[config.mk]
export PLATFORM = sky130hd
export DESIGN_NAME = vga_fb_reader
export DESIGN_NICKNAME = d
export VERILOG_FILES = /design/src/rtl/vga_fb_reader.sv
export SDC_FILE = /design/constraint.sdc
export NUM_CORES = 1
export LEC_CHECK = 0
export BUFFER_PORTS_ARGS = -buffer_cell sky130_fd_sc_hd__buf_2
export CAP_MARGIN = 20
export CORE_MARGIN = 10
export CORE_UTILIZATION = 25
export CTS_BUF_LIST = sky130_fd_sc_hd__clkbuf_8 sky130_fd_sc_hd__clkbuf_16
export CTS_CLUSTER_SIZE = 10
export DETAILED_ROUTE_END_ITERATION = 10
export PLACE_DENSITY = 0.41
export SYNTH_ARGS = -nofsm -noshare
export SYNTH_HDL_FRONTEND = slang
export SYNTH_SLANG_ARGS = --single-unit
[constraint.sdc]
create_clock -name VGA_CLK -period 2.3 [get_ports VGA_CLK]
set_input_delay 0 -clock VGA_CLK [delete_from_list [all_inputs] [get_ports VGA_CLK]]
set_output_delay 0 -clock VGA_CLK [all_outputs]
set_load 0.01 [all_outputs]
[src/rtl/vga_fb_reader.sv]
// VGA framebuffer reader: 2x-scaled RGB332 fetch from a fixed-latency memory, with sync/blank
// delayed to line up with colour. Defining FB_BORDER_EN paints the framebuffer edge white.
module vga_fb_reader #(
  parameter int FB_W    = 400,
  parameter int FB_H    = 300,
  parameter int ADDR_W  = 17,
  parameter int MEM_LAT = 2
) (
  input  logic              VGA_CLK,
  input  logic              RST,
  input  logic              VGA_HS_IN,
  input  logic              VGA_VS_IN,
  input  logic              VGA_BLANK_N_IN,
  output logic [ADDR_W-1:0] FB_ADDR,
  output logic              FB_RD,
  input  logic [7:0]        FB_DATA,
  output logic [7:0]        VGA_R,
  output logic [7:0]        VGA_G,
  output logic [7:0]        VGA_B,
  output logic              VGA_HS,
  output logic              VGA_VS,
  output logic              VGA_BLANK_N,
  output logic              FRAME_START
);
  localparam int                DLY    = MEM_LAT + 2;
  localparam logic [10:0]       FB_W_X = 11'(FB_W);
  localparam logic [9:0]        FB_H_Y = 10'(FB_H);
  localparam logic [ADDR_W-1:0] FB_W_A = ADDR_W'(FB_W);

  logic [10:0]        px_q, px_d;
  logic [9:0]         ln_q, ln_d;
  logic [ADDR_W-1:0]  base_q, base_d;
  logic               blank_q;
  logic               synced_q;
  logic [ADDR_W-1:0]  fb_addr_q;
  logic               fb_rd_q;
  logic [MEM_LAT-1:0] rd_pipe_q;
  logic [2:0]         sync_q [DLY];
  logic [7:0]         r_q, g_q, b_q;
  logic [7:0]         r_d, g_d, b_d;
  logic               frame_start_q;

  logic               fall_w;
  logic               rd_w;
  logic [10:0]        fb_x_w;
  logic [9:0]         fb_y_w;
  logic [ADDR_W-1:0]  addr_w;

`ifdef FB_BORDER_EN
  logic               bd_w;
  logic [MEM_LAT:0]   bd_pipe_q;

  assign bd_w = (fb_x_w == 11'd0) || (fb_x_w == FB_W_X - 11'd1) ||
                (fb_y_w == 10'd0) || (fb_y_w == FB_H_Y - 10'd1);
`endif

  // Counters, scaling and the multiplier-free address: base_q tracks fb_y*FB_W.
  always_comb begin
    fb_x_w = {1'b0, px_q[10:1]};
    fb_y_w = {1'b0, ln_q[9:1]};
    fall_w = blank_q & ~VGA_BLANK_N_IN;
    rd_w   = VGA_BLANK_N_IN & synced_q & (fb_x_w < FB_W_X) & (fb_y_w < FB_H_Y);
    addr_w = base_q + ADDR_W'(px_q[10:1]);

    px_d = px_q;
    if (VGA_BLANK_N_IN) begin
      if (px_q != '1) px_d = px_q + 11'd1;
    end else if (fall_w) begin
      px_d = '0;
    end

    ln_d   = ln_q;
    base_d = base_q;
    if (!VGA_VS_IN) begin
      ln_d   = '0;
      base_d = '0;
    end else if (fall_w && (ln_q != '1)) begin
      ln_d = ln_q + 10'd1;
      // leaving an odd line means fb_y steps up by one
      if (ln_q[0]) base_d = base_q + FB_W_A;
    end
  end

  // FB_RD/FB_DATA has no ready: FB_DATA is taken exactly MEM_LAT cycles after each FB_RD
  // cycle and ignored on every other cycle.
  always_comb begin
    r_d = '0;
    g_d = '0;
    b_d = '0;
    if (rd_pipe_q[MEM_LAT-1]) begin
      r_d = {FB_DATA[7:5], FB_DATA[7:5], FB_DATA[7:6]};
      g_d = {FB_DATA[4:2], FB_DATA[4:2], FB_DATA[4:3]};
      b_d = {4{FB_DATA[1:0]}};
`ifdef FB_BORDER_EN
      if (bd_pipe_q[MEM_LAT]) begin
        r_d = '1;
        g_d = '1;
        b_d = '1;
      end
`endif
    end
  end

  always_ff @(negedge VGA_CLK or posedge RST) begin
    if (RST) begin
      px_q          <= '0;
      ln_q          <= '0;
      base_q        <= '0;
      blank_q       <= 1'b0;
      synced_q      <= 1'b0;
      fb_addr_q     <= '0;
      fb_rd_q       <= 1'b0;
      rd_pipe_q     <= '0;
      r_q           <= '0;
      g_q           <= '0;
      b_q           <= '0;
      frame_start_q <= 1'b0;
      for (int i = 0; i < DLY; i++) sync_q[i] <= '0;
`ifdef FB_BORDER_EN
      bd_pipe_q     <= '0;
`endif
    end else begin
      px_q     <= px_d;
      ln_q     <= ln_d;
      base_q   <= base_d;
      blank_q  <= VGA_BLANK_N_IN;
      synced_q <= synced_q | ~VGA_VS_IN;
      fb_rd_q  <= rd_w;
      if (rd_w) fb_addr_q <= addr_w;
      rd_pipe_q[0] <= fb_rd_q;
      for (int i = 1; i < MEM_LAT; i++) rd_pipe_q[i] <= rd_pipe_q[i-1];
      sync_q[0] <= {VGA_HS_IN, VGA_VS_IN, VGA_BLANK_N_IN};
      for (int i = 1; i < DLY; i++) sync_q[i] <= sync_q[i-1];
      r_q <= r_d;
      g_q <= g_d;
      b_q <= b_d;
      // next-cycle VGA_VS is high while the current one is low
      frame_start_q <= sync_q[DLY-2][1] & ~sync_q[DLY-1][1];
`ifdef FB_BORDER_EN
      bd_pipe_q[0] <= bd_w;
      for (int i = 1; i <= MEM_LAT; i++) bd_pipe_q[i] <= bd_pipe_q[i-1];
`endif
    end
  end

  assign FB_ADDR     = fb_addr_q;
  assign FB_RD       = fb_rd_q;
  assign VGA_R       = r_q;
  assign VGA_G       = g_q;
  assign VGA_B       = b_q;
  assign VGA_HS      = sync_q[DLY-1][2];
  assign VGA_VS      = sync_q[DLY-1][1];
  assign VGA_BLANK_N = sync_q[DLY-1][0];
  assign FRAME_START = frame_start_q;

endmodule
======== After elaboration in Yosys (flattened, before gate mapping) ========
Index checks and enable logic that the tools add are counted.
storage, ports and cells
  word-level logic and storage cells ...... 51
  input port bits ......................... 13
  register bits after elaboration ......... 97
cells by class
  add/subtract/negate cells ............... 4
  multiplexer cells ....................... 11
  eq/ne operators ......................... 5
  bitwise operators ....................... 9
  order comparisons ....................... 2
  reduce and logical (&&, ||, !) cells .... 4
operator list
  kind                                                                      number
  17-bit two-way mux                                                        3
  11-bit two-way mux                                                        3
  8-bit two-way mux                                                         3
  10-bit two-way mux                                                        2
  17-bit by 10-bit adder with 17-bit output                                 1
  17-bit by 9-bit adder with 17-bit output (second input constant)          1
  11-bit by 1-bit adder with 11-bit output (second input constant)          1
  11-bit inequality test (second input constant)                            1
  10-bit by 1-bit adder with 10-bit output (second input constant)          1
  10-bit by 9-bit < comparator with 1-bit output (second input constant)    1
  10-bit inequality test (second input constant)                            1
  9-bit < comparator (second input constant)                                1
  2-bit by 1-bit inequality test with 1-bit output (second input constant)  3
  1-bit AND                                                                 5
  2-bit AND reduction                                                       2
  1-bit inverter                                                            3
  2-bit nonzero test                                                        1
  1-bit logical AND                                                         1
  1-bit OR                                                                  1

======== Logic depth before layout (Yosys ltp) ========
  depth in word-level cells ............... 5
  gate-level depth with buffers ........... 7

==> results by group <==
Clocking
  • Clock Sinks: 76
  • Max clock buf depth: 2
  • Clock-pin slew on the worst setup and hold paths: 0.04 ns
  • CTS tree: done
  • H-Tree Depth: 3
  • Root buf cell: clkbuf_16
  • Worst skew pair latency: 0.34 ns
  • TritonCTS Buffers: 9

Power and ir drop
  • PwrDens: 750 nW/um^2
  • Total power: 0.00333 W
  • Max rail drop VDD: 330 uV
  • Leakage power: 2.08 nW

Setup path
  • CP cell instances: buf_2, nor2b_1, o311ai_4, buf_4, or3_1, a21oi_1
  • Crit end category: flip-flop
  • CP peak stage delay: 0.34 ns
  • Startpoint types: input pin
  • CP Max Fanout: 16
  • Slack of the worst reg-to-reg path: 0.22 ns
  • CP arrival: 1.34 ns
  • CP Data Required Time: 1.51 ns
  • Crit path kind: input pin to flip-flop
  • CP max stage cell: or3_1

Synth
  • Average size of a mapped cell: 11.1 sq um
  • Mapped cell area: 3600 sq um
  • Async set or reset register ratio after synthesis: 100%
  • Leading area contributor after synthesis: dfrtn_1
  • Netlist cell types: 50
  • Syn nets: 345
  • Top_reg_cell synth: dfrtn_1
  • Post-synth top area share: 52.8%
  • Post-synth EDFFs: 0
  • Top area cells in the synthesized netlist: dfrtn_1 53%, buf_4 4.0%, o31ai_1 3.3%
  • Syn. warnings: 0
  • Mapped Cells: 323
  • Sequential share of the synthesized area: 52.8%
  • Synth Register Bits: 76

Layout
  • Post-route cell area: 4440 sq um
  • Layout Utilization: 31.7%
  • Commonest cells after routing, fill and taps aside: 76 x dfrtn_1, 58 x buf_2, 22 x nor2_1, 21 x a21oi_1, 18 x buf_4
  • Area growth syn-to-layout: 23.2%
  • Layout cell share with drive strength beyond 1: 28.3%
  • Commonest non-fill, non-tap cell in the layout: dfrtn_1
  • Final Net Count: 407
  • Layout Cells excl Fill: 569
  • Antenna cells: 0

Routing
  • DR pass1 iterations: 4
  • Detailed-route via count: 2638
  • Drt drc: 0
  • Avg Vias per Cell: 4.64
  • Final wirelength: 8.29 mm
  • Routed Antenna Nets: 0
  • WL per Instance: 14.6 um
  • First-iteration detailed-routing DRC count: 160

STA
  • Setup TNS Final: 0 ns
  • Least-Margin Pin Slew: 0.650 ns
  • Post-route clock skew: 0.00376 ns
  • Endpoints failing setup: 0
  • Final Hold Vio Count: 0
  • Slew headroom: 56.5%
  • Final Max Slew Viols: 0
  • RSZ-0062 raised after global routing: false

Place
  • Post-DP HPWL: 5.88 mm
  • Gpl congestion: 0.742
  • I/O Buffers: 58
  • Dpl cells: 552
  • DP Area: 4080 sq um

Job
  • Number of max-cap violations: 0

Floorplanning
  • CORE AREA: 14000 sq um
  • Starting density of the core: 25.7%
  • IO Pins: 59
  • Die ar.: 19600 sq um
  • Row count: 43
  • Die Span Y: 140 um
  • Chip width: 140 um

Global routing
  • First-pass GRT wire length: 14.2 mm
  • Vias in the first global route: 2699
  • Largest net degree at the start of global routing: 77
  • Initial antenna violation count: 0
  • GRT Resource Usage Total: 8.75%
  • Total grt overflow: 0

Worst hold path
  • Worst min path class: flip-flop to flip-flop

Run status
  • Outcome: completed
final cells by class:
| cell class | instances | area (sq um) |
|---|---|---|
| timing repair buffer | 78 | 465 |
| inverter | 8 | 33.8 |
| tap | 180 | 225 |
| fill | 1470 | 9550 |
| multi-input combinational | 212 | 1470 |
| clock buffer | 10 | 239 |
| clock inverter | 5 | 100 |
| sequential | 76 | 1900 |
final timing paths:
path                                startpoint                 endpoint  cells past startpoint
hold / removal             sync_q[8]$_DFF_NP0_      sync_q[5]$_DFF_NP0_                      0
setup reg to reg           ln_q[1]$_DFFE_NP0P_    base_q[5]$_DFFE_NP0P_                      6
hold reg to reg            sync_q[8]$_DFF_NP0_      sync_q[5]$_DFF_NP0_                      0
setup / recovery                VGA_BLANK_N_IN      ln_q[3]$_DFFE_NP0P_                      6
max in group asynchronous                  RST  FB_ADDR[16]$_DFFE_NP0P_                      3
min in group asynchronous                  RST      px_q[0]$_DFFE_NP0P_                      3
per-layer routing:
metal  vias to the layer above  track usage [%]  share of wire (%)
met2                        49             13.3                 47
met4                         0             5.22                2.6
li1                       1308                -                  -
met5                         -                0                  0
met1                      1264             11.2                 46
met3                        17             1.89                4.5
registers in the layout, indices dropped and copies added, names as in the netlist:
| signal | cells |
|---|---|
| synced_q | 1 |
| base_q | 13 |
| rd_pipe_q | 2 |
| VGA_B | 2 |
| VGA_VS | 1 |
| FRAME_START | 1 |
| px_q | 11 |
| FB_ADDR | 17 |
| VGA_R | 3 |
| VGA_G | 3 |
| ln_q | 10 |
| VGA_HS | 1 |
| VGA_BLANK_N | 1 |
| FB_RD | 1 |
| sync_q | 9 |
report_power, final:
part           internal, W  switching [W]  total (W)
logic             0.000108       0.000142   0.000249
clock network      0.00108       0.000540    0.00162
registers          0.00141      0.0000444    0.00146
total              0.00260       0.000726    0.00333
kinds of logic after synthesis:
| logic type | synth area share [%] |
|---|---|
| AO/OA/AOI/OAI | 15.8 |
| multiplexers | 3.65 |
| AND/OR/NAND/NOR | 15.3 |
| buffers and inverters | 6.33 |
| XOR/XNOR | 2.92 |
| adder cells (fa/ha/maj) | 3.13 |
| flip-flops | 52.8 |
synthesized netlist by cell type (10+ instances only):
cell	instances
dfrtn_1	76
nor2_1	22
a21oi_1	21
buf_4	19
o31ai_1	16
o21ai_0	13
nand2_1	11
or4_1	11
xor2_1	10
through the flow:
step	hold slack (ns)	worst slack, ns
final	0.295	0.174
after global routing	0.299	0.0400
after CTS	0.295	0.0859
after detailed placement	0.295	-0.212
after global placement	0.293	-0.204
after floorplan	0.292	0.0328
worst max-delay path: cells and delay by family:
kind / cells / cell delay (ns)
AOI/OAI and AO/OA: 2 / 0.41
buffers and inverters: 2 / 0.36
and+or+nand+nor: 2 / 0.56
timing repair:
item | in CTS | in global routing
buffers inserted | 0 | 2
hold buffers | 0 | 0
setup endpoints to repair | 0 | 7
gates resized for setup | 0 | 0
Power figures use the tool's default switching activity.
